--- config.mk ---
export PLATFORM = sky130hd
export DESIGN_NAME = uart_rx_capture
export DESIGN_NICKNAME = d
export VERILOG_FILES = /design/src/rtl/uart_pkg.sv /design/src/rtl/uart_rx_fifo.sv /design/src/rtl/uart_rx_capture.sv
export SDC_FILE = /design/constraint.sdc
export NUM_CORES = 1
export LEC_CHECK = 0
export BUFFER_PORTS_ARGS = -buffer_cell sky130_fd_sc_hd__buf_4
export CAP_MARGIN = 30
export CORE_MARGIN = 1
export CORE_UTILIZATION = 50
export DETAILED_ROUTE_END_ITERATION = 12
export PLACE_DENSITY = 0.69
export SYNTH_ARGS = -nofsm -noshare
export SYNTH_HDL_FRONTEND = slang
export SYNTH_SLANG_ARGS = --single-unit
--- constraint.sdc ---
create_clock -name clk100 -period 2.6 [get_ports clk100]
set_clock_uncertainty 0.2 [all_clocks]
set_input_delay 0.52 -clock clk100 [delete_from_list [all_inputs] [get_ports clk100]]
set_output_delay 0.52 -clock clk100 [all_outputs]
set_load 0.1 [all_outputs]
--- src/rtl/uart_pkg.sv ---
// uart_pkg: shared FSM states, oversampling constants and baud divider helper.
// Latency: n/a (declarations only).
// Backpressure: n/a.
package uart_pkg;

  typedef enum logic [2:0] {
    IDLE,
    START,
    DATA,
`ifdef UART_RX_PARITY_EN
    PARITY,
`endif
    STOP,
    WAIT_IDLE
  } rx_state_e;

  localparam int SAMPLE_MID = 7;
  localparam int OVERSAMPLE = 16;
  localparam int DATA_BITS  = 8;

  // Clocks per 16x tick; truncated, never below one so the tick always fires.
  function automatic int calc_div(input int clk_hz, input int baud);
    int d;
    d = clk_hz / (baud * OVERSAMPLE);
    return (d < 1) ? 1 : d;
  endfunction

endpackage

--- src/rtl/uart_rx_fifo.sv ---
// uart_rx_fifo: synchronous byte FIFO with first-word-fall-through head.
// Latency: a push is visible on head_dat/empty/level the cycle after it is written.
// Backpressure: push while full is ignored unless a pop frees the slot in the same cycle.
module uart_rx_fifo #(
  parameter int DEPTH = 16,
  parameter int WIDTH = 8
) (
  input  logic                     clk,
  input  logic                     rst,
  input  logic                     push,
  input  logic [WIDTH-1:0]         push_dat,
  input  logic                     pop,
  output logic [WIDTH-1:0]         head_dat,
  output logic                     full,
  output logic                     empty,
  output logic [$clog2(DEPTH):0]   level
);

  localparam int AW = $clog2(DEPTH);
  localparam int LW = AW + 1;

  logic [AW-1:0]    wr_ptr_q, wr_ptr_d;
  logic [AW-1:0]    rd_ptr_q, rd_ptr_d;
  logic [LW-1:0]    level_q, level_d;
  logic [WIDTH-1:0] mem_q [DEPTH];
  logic             push_en, pop_en;

  // Qualify push/pop and advance pointers; pointers wrap naturally mod DEPTH.
  always_comb begin
    full     = (level_q == LW'(DEPTH));
    empty    = (level_q == '0);
    pop_en   = pop & ~empty;
    push_en  = push & (~full | pop_en);
    wr_ptr_d = push_en ? wr_ptr_q + AW'(1) : wr_ptr_q;
    rd_ptr_d = pop_en ? rd_ptr_q + AW'(1) : rd_ptr_q;
    level_d  = level_q;
    case ({push_en, pop_en})
      2'b10:   level_d = level_q + LW'(1);
      2'b01:   level_d = level_q - LW'(1);
      default: level_d = level_q;
    endcase
    head_dat = mem_q[rd_ptr_q];
    level    = level_q;
  end

  // Pointer and occupancy registers.
  always_ff @(posedge clk) begin
    if (rst) begin
      wr_ptr_q <= '0;
      rd_ptr_q <= '0;
      level_q  <= '0;
    end else begin
      wr_ptr_q <= wr_ptr_d;
      rd_ptr_q <= rd_ptr_d;
      level_q  <= level_d;
    end
  end

  // Storage array; contents need no reset since empty masks the head.
  always_ff @(posedge clk) begin
    if (push_en) mem_q[wr_ptr_q] <= push_dat;
  end

endmodule

--- src/rtl/uart_rx_capture.sv ---
// uart_rx_capture: 16x-oversampled UART receiver (8N1; 8E1 when UART_RX_PARITY_EN is defined) into a byte FIFO.
// Latency: byte pushed on the stop-bit mid-sample cycle; m_valid/m_data/fifo_level update one cycle later.
// Backpressure: m_valid/m_ready stream; with the FIFO full a new byte is dropped and overrun pulses.
module uart_rx_capture #(
  parameter int CLK_HZ     = 100_000_000,
  parameter int BAUD       = 115200,
  parameter int FIFO_DEPTH = 16
) (
  input  logic                        clk100,
  input  logic                        sys_rst,
  input  logic                        rx,
  output logic [7:0]                  m_data,
  output logic                        m_valid,
  input  logic                        m_ready,
  output logic [$clog2(FIFO_DEPTH):0] fifo_level,
  output logic                        frame_err,
  output logic                        overrun,
  output logic                        parity_err
);

  import uart_pkg::*;

  localparam int DIV    = calc_div(CLK_HZ, BAUD);
  localparam int TICK_W = (DIV > 1) ? $clog2(DIV) : 1;

  logic              sync1_q, sync1_d;
  logic              rx_s_q, rx_s_d;
  rx_state_e         state_q, state_d;
  logic [TICK_W-1:0] tick_cnt_q, tick_cnt_d;
  logic [3:0]        samp_cnt_q, samp_cnt_d;
  logic [2:0]        bit_cnt_q, bit_cnt_d;
  logic [7:0]        shift_q, shift_d;
  logic              frame_err_q, frame_err_d;
  logic              overrun_q, overrun_d;
  logic              tick, mid, push, par_bad;
  logic              fifo_full, fifo_empty;
  logic [7:0]        fifo_head;

`ifdef UART_RX_PARITY_EN
  logic par_bad_q, par_bad_d;
  logic parity_err_q, parity_err_d;
  assign par_bad    = par_bad_q;
  assign parity_err = parity_err_q;
`else
  assign par_bad    = 1'b0;
  assign parity_err = 1'b0;
`endif

  // Synchroniser, tick divider and sample counter; phase realigns whenever idle.
  always_comb begin
    sync1_d    = rx;
    rx_s_d     = sync1_q;
    tick       = (tick_cnt_q == TICK_W'(DIV - 1));
    mid        = tick && (samp_cnt_q == 4'(SAMPLE_MID));
    tick_cnt_d = tick ? '0 : tick_cnt_q + TICK_W'(1);
    samp_cnt_d = tick ? samp_cnt_q + 4'd1 : samp_cnt_q;
    if (state_q == IDLE) begin
      tick_cnt_d = '0;
      samp_cnt_d = '0;
    end
    overrun_d = push & fifo_full & ~(m_ready & ~fifo_empty);
  end

  // Frame FSM: next state, shift register and error pulses.
  always_comb begin
    state_d     = state_q;
    bit_cnt_d   = bit_cnt_q;
    shift_d     = shift_q;
    push        = 1'b0;
    frame_err_d = 1'b0;
`ifdef UART_RX_PARITY_EN
    par_bad_d    = par_bad_q;
    parity_err_d = 1'b0;
`endif
    case (state_q)
      IDLE: begin
        bit_cnt_d = '0;
`ifdef UART_RX_PARITY_EN
        par_bad_d = 1'b0;
`endif
        if (!rx_s_q) state_d = START;
      end
      START: begin
        if (mid) state_d = rx_s_q ? IDLE : DATA;
      end
      DATA: begin
        if (mid) begin
          shift_d   = {rx_s_q, shift_q[7:1]};
          bit_cnt_d = bit_cnt_q + 3'd1;
`ifdef UART_RX_PARITY_EN
          if (bit_cnt_q == 3'(DATA_BITS - 1)) state_d = PARITY;
`else
          if (bit_cnt_q == 3'(DATA_BITS - 1)) state_d = STOP;
`endif
        end
      end
`ifdef UART_RX_PARITY_EN
      PARITY: begin
        if (mid) begin
          par_bad_d = (^shift_q) ^ rx_s_q;
          state_d   = STOP;
        end
      end
`endif
      STOP: begin
        if (mid) begin
          if (rx_s_q) begin
            push    = ~par_bad;
            state_d = IDLE;
          end else begin
            frame_err_d = 1'b1;
            state_d     = WAIT_IDLE;
          end
`ifdef UART_RX_PARITY_EN
          parity_err_d = par_bad_q;
`endif
        end
      end
      WAIT_IDLE: begin
        if (rx_s_q) state_d = IDLE;
      end
      default: state_d = IDLE;
    endcase
  end

  // State registers; synchroniser resets to the idle-high line level.
  always_ff @(posedge clk100) begin
    if (sys_rst) begin
      sync1_q     <= 1'b1;
      rx_s_q      <= 1'b1;
      state_q     <= IDLE;
      tick_cnt_q  <= '0;
      samp_cnt_q  <= '0;
      bit_cnt_q   <= '0;
      shift_q     <= '0;
      frame_err_q <= 1'b0;
      overrun_q   <= 1'b0;
    end else begin
      sync1_q     <= sync1_d;
      rx_s_q      <= rx_s_d;
      state_q     <= state_d;
      tick_cnt_q  <= tick_cnt_d;
      samp_cnt_q  <= samp_cnt_d;
      bit_cnt_q   <= bit_cnt_d;
      shift_q     <= shift_d;
      frame_err_q <= frame_err_d;
      overrun_q   <= overrun_d;
    end
  end

`ifdef UART_RX_PARITY_EN
  // Parity fault is held until the stop bit so both errors report together.
  always_ff @(posedge clk100) begin
    if (sys_rst) begin
      par_bad_q    <= 1'b0;
      parity_err_q <= 1'b0;
    end else begin
      par_bad_q    <= par_bad_d;
      parity_err_q <= parity_err_d;
    end
  end
`endif

  uart_rx_fifo #(
    .DEPTH (FIFO_DEPTH),
    .WIDTH (8)
  ) u_fifo (
    .clk      (clk100),
    .rst      (sys_rst),
    .push     (push),
    .push_dat (shift_q),
    .pop      (m_ready),
    .head_dat (fifo_head),
    .full     (fifo_full),
    .empty    (fifo_empty),
    .level    (fifo_level)
  );

  assign m_valid   = ~fifo_empty;
  assign m_data    = fifo_empty ? 8'h00 : fifo_head;
  assign frame_err = frame_err_q;
  assign overrun   = overrun_q;

endmodule

==> reports/qor.yml, run 1 <==
run_status: "complete, but fails checks"
violations: "setup timing"
mapped_area_sq_mm: 0.00701
delay_of_the_slowest_critical_path_stage_ns: 0.55
worst_ir_drop_vdd_mv: 0.476
tritoncts_num_sinks: 173
hold_viol: 0
cts_buffer_depth: 2
holdCritStartpoint: "rx"
tightest_slew_ns: 0.668
nets: 506
min_period_ns: 3.03
setup_ws_ns: -0.430
start_kind: "flip-flop"
drt-initial-drc-count: 391
fin_hold_ws_ns: 0.0791
slew_limit_fails: 0
floorplan.io_pins: 21
die-area_sq_mm: 0.0145
worst_ep_arrival_time_ns: 2.31
core_area_sq_mm: 0.0135
fin_crit_sh_pct: 117
postSynthNetCount: 446
ys_seq_elements: 173
cts_max_level: 4
cts_buffers: 17
globalRoute.totalOverflow: 0
cts_root_buf: "sky130_fd_sc_hd__clkbuf_16"
synth_edf_count: 128
finalSetupViolations: 9
async_flop_share_pct: 0
timing.critical_path.to_type: "output port"
totalPowerFinal_mw: 9.18
total_leakage_power_nw: 2.96
initial_utilization_pct: 52.1
via_per_inst: 5.73
synth_cell_type_count: 46
first_global_vias: 3859
vias: 3893
antenna_left: 0
num_antenna_cells: 0
yosys.area_share.xor_xnor_pct: 1.75
ys.warnings.count: 0
filler_cell_count: 938
seq_area_frac_synth_pct: 67.7
main_combinational_cell_family_by_area_after_synthesis: "multiplexers"
row_count: 42
pwr_density_cell_mw_per_mm2: 1060
synthAdderAreaFrac_pct: 2.14
detail_route.first_pass.iterations: 5
max-cap-violations: 0
worstReg2RegEnd: "u_fifo.level[4]$_SDFFE_PP0P_"
hold_depth: 2
routed_wl_um: 13500
area_growth_syn_to_layout_pct: 23.6
wire_length_of_the_first_global_routing_pass_um: 21300
ff_latch_area_sq_mm: 0.00477
post-route-cell-area_sq_mm: 0.00867
syn_avg_cell_area_sq_um: 16.3
cts_tree: "done"
top_layer_used: "met4"
dp_worst_setup_slack_ns: -0.114
post_dp_cell_area_sq_mm: 0.00783
placed_cells: 640
remaining_drc_errors: 0
crit_slowest_cell: "sky130_fd_sc_hd__mux4_2"
pin_count_of_the_biggest_net_entering_global_routing: 35
share_of_layout_cells_above_drive_strength_1_pct: 33.6
instances_no_fill: 679
synth_compound_area_share_pct: 1.98
numPortBuffers: 19
ctsHoldBuffers: 0
r2r_slack_ns: 0.09
synth_mux_area_share_pct: 14.4
rsz0062_at_grt: "true"
wl_met1_um: 5770
timing.reg2reg.worst_path_depth: 10
width_of_the_die_um: 120
final_core_utilization_pct: 64.4
globalRouteTotalUtil_pct: 20.4
peak_freq_mhz: 330
hpwlAfterDp_um: 8730
setup_tns_ns: -3.32
worstPathCellList: "buf_12 > mux4_2 > mux4_2 > nor2b_4 > buf_12"
number_of_antenna_violations_at_the_first_check_in_global_routing: 0
gp_congestion: 0.901
max_transition_margin_pct: 55.4
synth-simple-area-share_pct: 9.98
timing.rr.start: "u_fifo.level[3]$_SDFFE_PP0P_"
chipHeight_um: 120
total_area_of_multi_input_combinational_cells_sq_mm: 0.00224
clk-insertion-delay-late_ns: 0.42
path_class: "flip-flop to output port"
min_path_type: "input pin to flip-flop"
dr_wl_met2_um: 6750
ys_dominant_reg_cell: "sky130_fd_sc_hd__edfxtp_1"
dr_wl_met3_um: 681
cp.required_ns: 1.88
hold_path_end: "rx_s_d$_SDFF_PP1_"
worstPathMaxFanout: 11
synthesis.instances: 430
dr_wl_cell_um: 19.9
cts.reportedPaths.clkPinSlew_ns: 0.06
-- sequential cells by signal (all words and copies together) (netlist names), named ones only --
signal / flops
u_fifo.rd_ptr_q: 4
rx_s_d: 1
state_q: 3
tick_cnt_q: 6
u_fifo.wr_ptr_q: 4
bit_cnt_q: 3
u_fifo.mem_q: 128
frame_err: 1
rx_s_q: 1
u_fifo.level: 5
overrun: 1
samp_cnt_q: 4
shift_q: 8
-- where the power goes --
part	total [mW]	switching [mW]	internal (mW)
sequential	3.11	0.0937	3.01
clock	2.42	0.992	1.43
combinational	3.65	2.07	1.58
total	9.18	3.15	6.02
-- Yosys cell counts (all sizes together) (2+ instances only) --
cell	instances	area [sq um]
a21oi	10	53.8
a22oi	2	15.0
a311oi	2	17.5
and2	13	82.6
and3	4	25.0
and4	5	43.8
buf	13	76.3
clkbuf	8	30.0
dfxtp	45	901
edfxtp	128	3840
ha	12	150
inv	9	33.8
mux2i	10	100
mux4	40	901
nand2	15	56.3
nand3	8	45.0
nand4	4	25.0
nor2	37	139
nor2b	10	62.6
nor3	14	80.1
nor3b	2	15.0
nor4	4	40.0
o21ai	4	20.0
or2	5	31.3
or3	2	12.5
or4	2	18.8
xnor2	6	52.6
xor2	8	70.1
-- repair_timing --
item                       4_1_cts  5_1_grt
pin swaps                        2        4
setup buffers                    3        3
resized for setup               37        8
setup endpoints to repair       10       11
cloned                           1        0
-- metal layers --
layer | track usage (%) | vias up
met5 | 0 | -
met4 | 9.49 | 0
met3 | 4.91 | 24
met2 | 32.4 | 113
met1 | 26.7 | 1977
li1 | - | 1779
-- cell usage in the layout (no fill, tap or decap), types with 3 or more instances in the layout --
cell type | Yosys | routed
sky130_fd_sc_hd__clkbuf_1 | 8 | 4
sky130_fd_sc_hd__and3_1 | 4 | 3
sky130_fd_sc_hd__nor4_1 | 3 | 3
sky130_fd_sc_hd__dfxtp_4 | 0 | 6
sky130_fd_sc_hd__nor2b_4 | 0 | 8
sky130_fd_sc_hd__nand4_1 | 4 | 4
sky130_fd_sc_hd__xor2_1 | 8 | 8
sky130_fd_sc_hd__a21oi_1 | 9 | 8
sky130_fd_sc_hd__ha_1 | 12 | 10
sky130_fd_sc_hd__nand2_1 | 15 | 14
sky130_fd_sc_hd__o21ai_0 | 4 | 4
sky130_fd_sc_hd__buf_4 | 4 | 33
sky130_fd_sc_hd__mux4_2 | 40 | 40
sky130_fd_sc_hd__dfxtp_1 | 45 | 38
sky130_fd_sc_hd__xnor2_1 | 6 | 6
sky130_fd_sc_hd__edfxtp_1 | 128 | 128
sky130_fd_sc_hd__inv_1 | 8 | 7
sky130_fd_sc_hd__clkbuf_16 | 0 | 18
sky130_fd_sc_hd__clkinv_4 | 0 | 3
sky130_fd_sc_hd__mux2i_1 | 10 | 10
sky130_fd_sc_hd__nand3_1 | 7 | 7
sky130_fd_sc_hd__buf_12 | 0 | 27
sky130_fd_sc_hd__nor2_1 | 37 | 36
sky130_fd_sc_hd__and4_1 | 5 | 4
sky130_fd_sc_hd__or2_2 | 5 | 5
sky130_fd_sc_hd__nor3_1 | 12 | 12
sky130_fd_sc_hd__and2_1 | 12 | 12
-- area by class of cell --
cell class | instances | area share [%]
Clock buffer | 24 | 5.69
Timing Repair Buffer | 62 | 9.60
Sequential cell | 173 | 55.0
Tap cell | 176 | 2.54
Multi-Input combinational cell | 227 | 25.8
Inverter | 9 | 0.433
Clock inverter | 8 | 0.938
-- cells by family after synthesis --
logic type / count (synthesis)
other cells: 1
compound gates: 22
xor+xnor: 14
fa+ha+maj: 12
mux: 51
simple gates: 127
flops: 173
buf+inv: 30
-- critical path, delay by kind of cell (launching register included) --
kind | cells | cell delay [ns]
muxes | 2 | 1.03
and+or+nand+nor | 1 | 0.15
buffers and inverters | 2 | 0.32
DFF | 1 | 0.38
-- how the worst max path moves through the flow --
stage	startpoint	endpoint	depth (start not counted)
floorplan	flip-flop	m_data[2]	4
detailed placement	flip-flop	m_data[0]	5
global placement	flip-flop	m_data[0]	5
CTS	flip-flop	m_data[5]	5
finish	flip-flop	m_data[5]	5
global route	flip-flop	m_data[5]	5
Power figures use the tool's default switching activity.
==> run 2, diff against run 1 <==
- CORE_UTILIZATION: 50 -> 40
- PLACE_DENSITY: 0.69 -> default
==> run 2 against run 1 <==
The flow still finishes with violations (setup timing). Sequential cell count did not move. Utilization down 14 points. Critical path depth did not move.
==> reports/qor.yml, run 2 (synthesis gave the netlist of run 1 again) <==
timing.reg2reg.worst_path_depth: 10
dr_wl_met2_um: 7530
slew_limit_fails: 0
cts_buffers: 17
path_class: "flip-flop to output port"
post-route-cell-area_sq_mm: 0.00870
hpwlAfterDp_um: 9280
min_path_type: "input pin to flip-flop"
max_transition_margin_pct: 49.8
tightest_slew_ns: 0.752
vias: 3836
worstPathMaxFanout: 7
remaining_drc_errors: 0
antenna_left: 0
ff_latch_area_sq_mm: 0.00477
filler_cell_count: 1379
rsz0062_at_grt: "true"
chipHeight_um: 134
worstReg2RegEnd: "u_fifo.level[4]$_SDFFE_PP0P_"
nets: 508
min_period_ns: 3.05
cts_max_level: 4
timing.critical_path.to: "m_data[3]"
area_growth_syn_to_layout_pct: 24.1
finalSetupViolations: 9
routed_wl_um: 14400
numPortBuffers: 19
dp_worst_setup_slack_ns: -0.101
detail_route.first_pass.iterations: 5
top_layer_used: "met4"
die-area_sq_mm: 0.0181
fin_crit_sh_pct: 117
start_kind: "flip-flop"
floorplan.io_pins: 21
pwr_density_cell_mw_per_mm2: 1050
number_of_antenna_violations_at_the_first_check_in_global_routing: 0
width_of_the_die_um: 134
gp_congestion: 0.771
globalRouteTotalUtil_pct: 17.5
initial_utilization_pct: 40.7
reg_top3: "u_fifo.mem_q x128, shift_q x8, tick_cnt_q x6"
holdCritStartpoint: "rx"
regMostFlops: "u_fifo.mem_q"
hold_viol: 0
dr_wl_cell_um: 19.7
cts_root_buf: "sky130_fd_sc_hd__clkbuf_16"
globalRoute.totalOverflow: 0
fin_hold_ws_ns: 0.0907
post_dp_cell_area_sq_mm: 0.00786
share_of_layout_cells_above_drive_strength_1_pct: 33.3
cts_tree: "done"
cts_buffer_depth: 2
via_per_inst: 5.25
r2r_slack_ns: 0.09
timing.critical_path.to_type: "output port"
layout.cells.most_common: "sky130_fd_sc_hd__edfxtp_1"
num_antenna_cells: 0
timing.rr.start: "u_fifo.level[0]$_SDFFE_PP0P_"
violations: "setup timing"
cp.required_ns: 1.88
wl_met1_um: 6200
crit_slowest_cell: "sky130_fd_sc_hd__mux4_2"
total_leakage_power_nw: 2.96
cts.reportedPaths.clkPinSlew_ns: 0.06
pin_count_of_the_biggest_net_entering_global_routing: 35
run_status: "complete, but fails checks"
peak_freq_mhz: 328
first_global_vias: 3982
max-cap-violations: 0
largest_reg_flops: 128
total_area_of_multi_input_combinational_cells_sq_mm: 0.00223
worstPathCellList: "buf_12 > mux4_2 > mux4_2 > nor2b_4 > buf_12"
wire_length_of_the_first_global_routing_pass_um: 22800
ctsHoldBuffers: 0
clk-insertion-delay-late_ns: 0.41
row_count: 48
worst_ep_arrival_time_ns: 2.33
delay_of_the_slowest_critical_path_stage_ns: 0.53
dr_wl_met3_um: 531
drt-initial-drc-count: 302
worst_ir_drop_vdd_mv: 1.10
setup_ws_ns: -0.446
layout.cells.most_common_list: "sky130_fd_sc_hd__edfxtp_1, sky130_fd_sc_hd__mux4_2, sky130_fd_sc_hd__dfxtp_1, sky130_fd_sc_hd__nor2_1, sky130_fd_sc_hd__buf_4"
tritoncts_num_sinks: 173
core_area_sq_mm: 0.0172
-- run 2: timing repair --
action / 4_1_cts / 5_1_grt
gates resized for setup: 38 / 10
endpoints found under the hold margin: 0 / 0
endpoints found under the setup margin: 10 / 12
pin swaps: 3 / 1
setup buffers: 6 / 2
gates cloned: 3 / 0
-- run 2: power breakdown --
| part | internal (mW) | leakage, nW | switching (mW) |
|---|---|---|---|
| sequential | 3.01 | 1.56 | 0.106 |
| clock | 1.40 | 0.269 | 0.984 |
| combinational | 1.61 | 1.14 | 2.07 |
| total | 6.03 | 2.96 | 3.16 |
-- run 2: critical path: cells and delay by family (launching register included) --
family                 cells  cell delay, ns
muxes                      2            1.02
DFF                        1            0.42
buffers and inverters      2            0.32
and+or+nand+nor            1            0.15
-- run 2: worst min path at each step --
stage | endpoint | cells past startpoint
after floorplan | rx_s_q$_SDFF_PP1_ | 1
after global placement | rx_s_q$_SDFF_PP1_ | 1
after detailed placement | rx_s_q$_SDFF_PP1_ | 1
after CTS | rx_s_d$_SDFF_PP1_ | 2
after global routing | rx_s_d$_SDFF_PP1_ | 2
final | rx_s_d$_SDFF_PP1_ | 2
-- run 2: stage by stage --
step	TNS (ns)	util, %	power [mW]	cells
after CTS	-4.15	50.5	9.27	730
after global placement	-0.544	45.6	6.07	689
after detailed placement	-0.660	45.6	6.11	689
after global routing	-4.16	50.5	9.53	730
final	-3.49	50.5	9.18	730
after floorplan	-0.836	-	5.41	430
-- run 2: cell type report --
cell class              instances  area share, %
multi-input cells             227           25.6
flip-flops and latches        173           54.8
clock inverters                13           1.41
inverters                       9          0.431
well taps                     225           3.24
clock buffers                  19           4.97
repair buffers                 64           9.53
-- run 2: per-layer routing --
metal	track usage [%]	up-vias
li1	-	1777
met1	22.4	1965
met2	29.0	86
met3	4.08	8
met4	6.62	0
met5	0	-
==> run 3, diff against run 2 <==
- CORE_UTILIZATION: 40 -> 55
- PLACE_DENSITY: default -> 0.75
==> run 3 against run 2 <==
The flow still finishes with violations (setup timing). Sequential cell count did not move. Largest power group unchanged. Fmax fell by 1.2%. First-iteration DRC count rose by 18%. Cell area fell by 1.2%. Critical path type unchanged.
==> reports/qor.yml, run 3 (synthesis gave the netlist of run 1 again) <==
layout.cells.most_common_list: "sky130_fd_sc_hd__edfxtp_1, sky130_fd_sc_hd__buf_4, sky130_fd_sc_hd__mux4_2, sky130_fd_sc_hd__dfxtp_1, sky130_fd_sc_hd__nor2_1"
chipHeight_um: 115
max-cap-violations: 0
cts_root_buf: "sky130_fd_sc_hd__clkbuf_16"
fin_hold_ws_ns: 0.0837
cts_tree: "done"
worstPathMaxFanout: 8
fin_crit_sh_pct: 119
pin_count_of_the_biggest_net_entering_global_routing: 35
die-area_sq_mm: 0.0132
share_of_layout_cells_above_drive_strength_1_pct: 34.6
layout.cells.most_common: "sky130_fd_sc_hd__edfxtp_1"
min_period_ns: 3.08
area_growth_syn_to_layout_pct: 22.7
filler_cell_count: 781
regMostFlops: "u_fifo.mem_q"
globalRouteTotalUtil_pct: 24.8
cts_max_level: 4
cts_buffer_depth: 2
hold_viol: 0
initial_utilization_pct: 57.4
width_of_the_die_um: 115
slew_limit_fails: 0
total_leakage_power_nw: 2.97
wire_length_of_the_first_global_routing_pass_um: 23100
cts_buffers: 17
setup_ws_ns: -0.484
globalRoute.totalOverflow: 0
run_status: "complete, but fails checks"
tightest_slew_ns: 0.722
detail_route.first_pass.iterations: 7
number_of_antenna_violations_at_the_first_check_in_global_routing: 0
max_transition_margin_pct: 51.8
core_area_sq_mm: 0.0122
routed_wl_um: 14600
rsz0062_at_grt: "true"
min_path_type: "input pin to flip-flop"
r2r_slack_ns: 0.10
row_count: 40
nets: 515
cts.reportedPaths.clkPinSlew_ns: 0.07
clk-insertion-delay-late_ns: 0.42
via_per_inst: 5.80
tritoncts_num_sinks: 173
cp.required_ns: 1.88
peak_freq_mhz: 324
gp_congestion: 0.878
drt-initial-drc-count: 356
hpwlAfterDp_um: 8960
largest_reg_flops: 128
floorplan.io_pins: 21
pwr_density_cell_mw_per_mm2: 1060
numPortBuffers: 19
totalPowerFinal_mw: 9.08
finalSetupViolations: 9
first_global_vias: 4116
antenna_left: 0
start_kind: "flip-flop"
reg_top3: "u_fifo.mem_q x128, shift_q x8, tick_cnt_q x6"
num_antenna_cells: 0
dr_wl_cell_um: 21.6
violations: "setup timing"
worst_ir_drop_vdd_mv: 0.491
vias: 3929
timing.critical_path.to_type: "output port"
remaining_drc_errors: 0
path_class: "flip-flop to output port"
worst_ep_arrival_time_ns: 2.36
-- run 3: per-stage QoR --
stage               util (%)  TNS (ns)  instances  setup WS, ns  instance area (sq um)
floorplan                  -    -0.836        430        -0.121                   7080
global placement        63.8    -0.380        639       -0.0586                   7790
detailed placement      63.8    -0.521        639       -0.0990                   7790
CTS                     70.3     -4.00        677        -0.501                   8590
global route            70.4     -4.25        677        -0.544                   8600
finish                  70.4     -3.67        677        -0.484                   8600
-- run 3: final cells by class --
type	count	area (sq um)	share of cell area, %
Sequential cell	173	4770	55.4
Multi-Input combinational cell	227	2240	26.0
Timing Repair Buffer	71	837	9.73
Clock buffer	19	433	5.03
Tap cell	168	210	2.44
Clock inverter	10	76.3	0.887
Inverter	9	37.5	0.436
-- run 3: where the power goes --
group / internal [mW] / switching, mW
Sequential: 3.01 / 0.106
Combinational: 1.63 / 2.06
Clock: 1.28 / 0.977
-- run 3: what timing repair did --
item,CTS,global route
resized for setup,38,13
endpoints found under the setup margin,10,12
pin swaps,3,4
hold buffers,0,0
gates cloned,3,0
buffers inserted,6,2
-- run 3: metal layers --
layer  up-vias  track usage (%)  share of wire (%)
li1       1787                -                  -
met1      1980             30.1                 40
met2       125             41.8                 52
met3        37             5.96                5.0
met4         0             11.9                3.4
met5         -                0                  0
-- run 3: final timing paths --
kind | to | cells past startpoint | from
hold / removal | rx_s_d$_SDFF_PP1_ | 2 | rx
setup reg to reg | u_fifo.level[4]$_SDFFE_PP0P_ | 10 | u_fifo.level[3]$_SDFFE_PP0P_
hold reg to reg | rx_s_q$_SDFF_PP1_ | 1 | rx_s_d$_SDFF_PP1_
setup / recovery | m_data[7] | 5 | flip-flop
-- run 3: critical path, stage by stage (launching register included) --
cell and delay [ns]:
sky130_fd_sc_hd__dfxtp_4 0.43, sky130_fd_sc_hd__buf_12 0.16, sky130_fd_sc_hd__mux4_2 0.52, sky130_fd_sc_hd__mux4_2 0.51, sky130_fd_sc_hd__nor2b_4 0.15, sky130_fd_sc_hd__buf_12 0.16
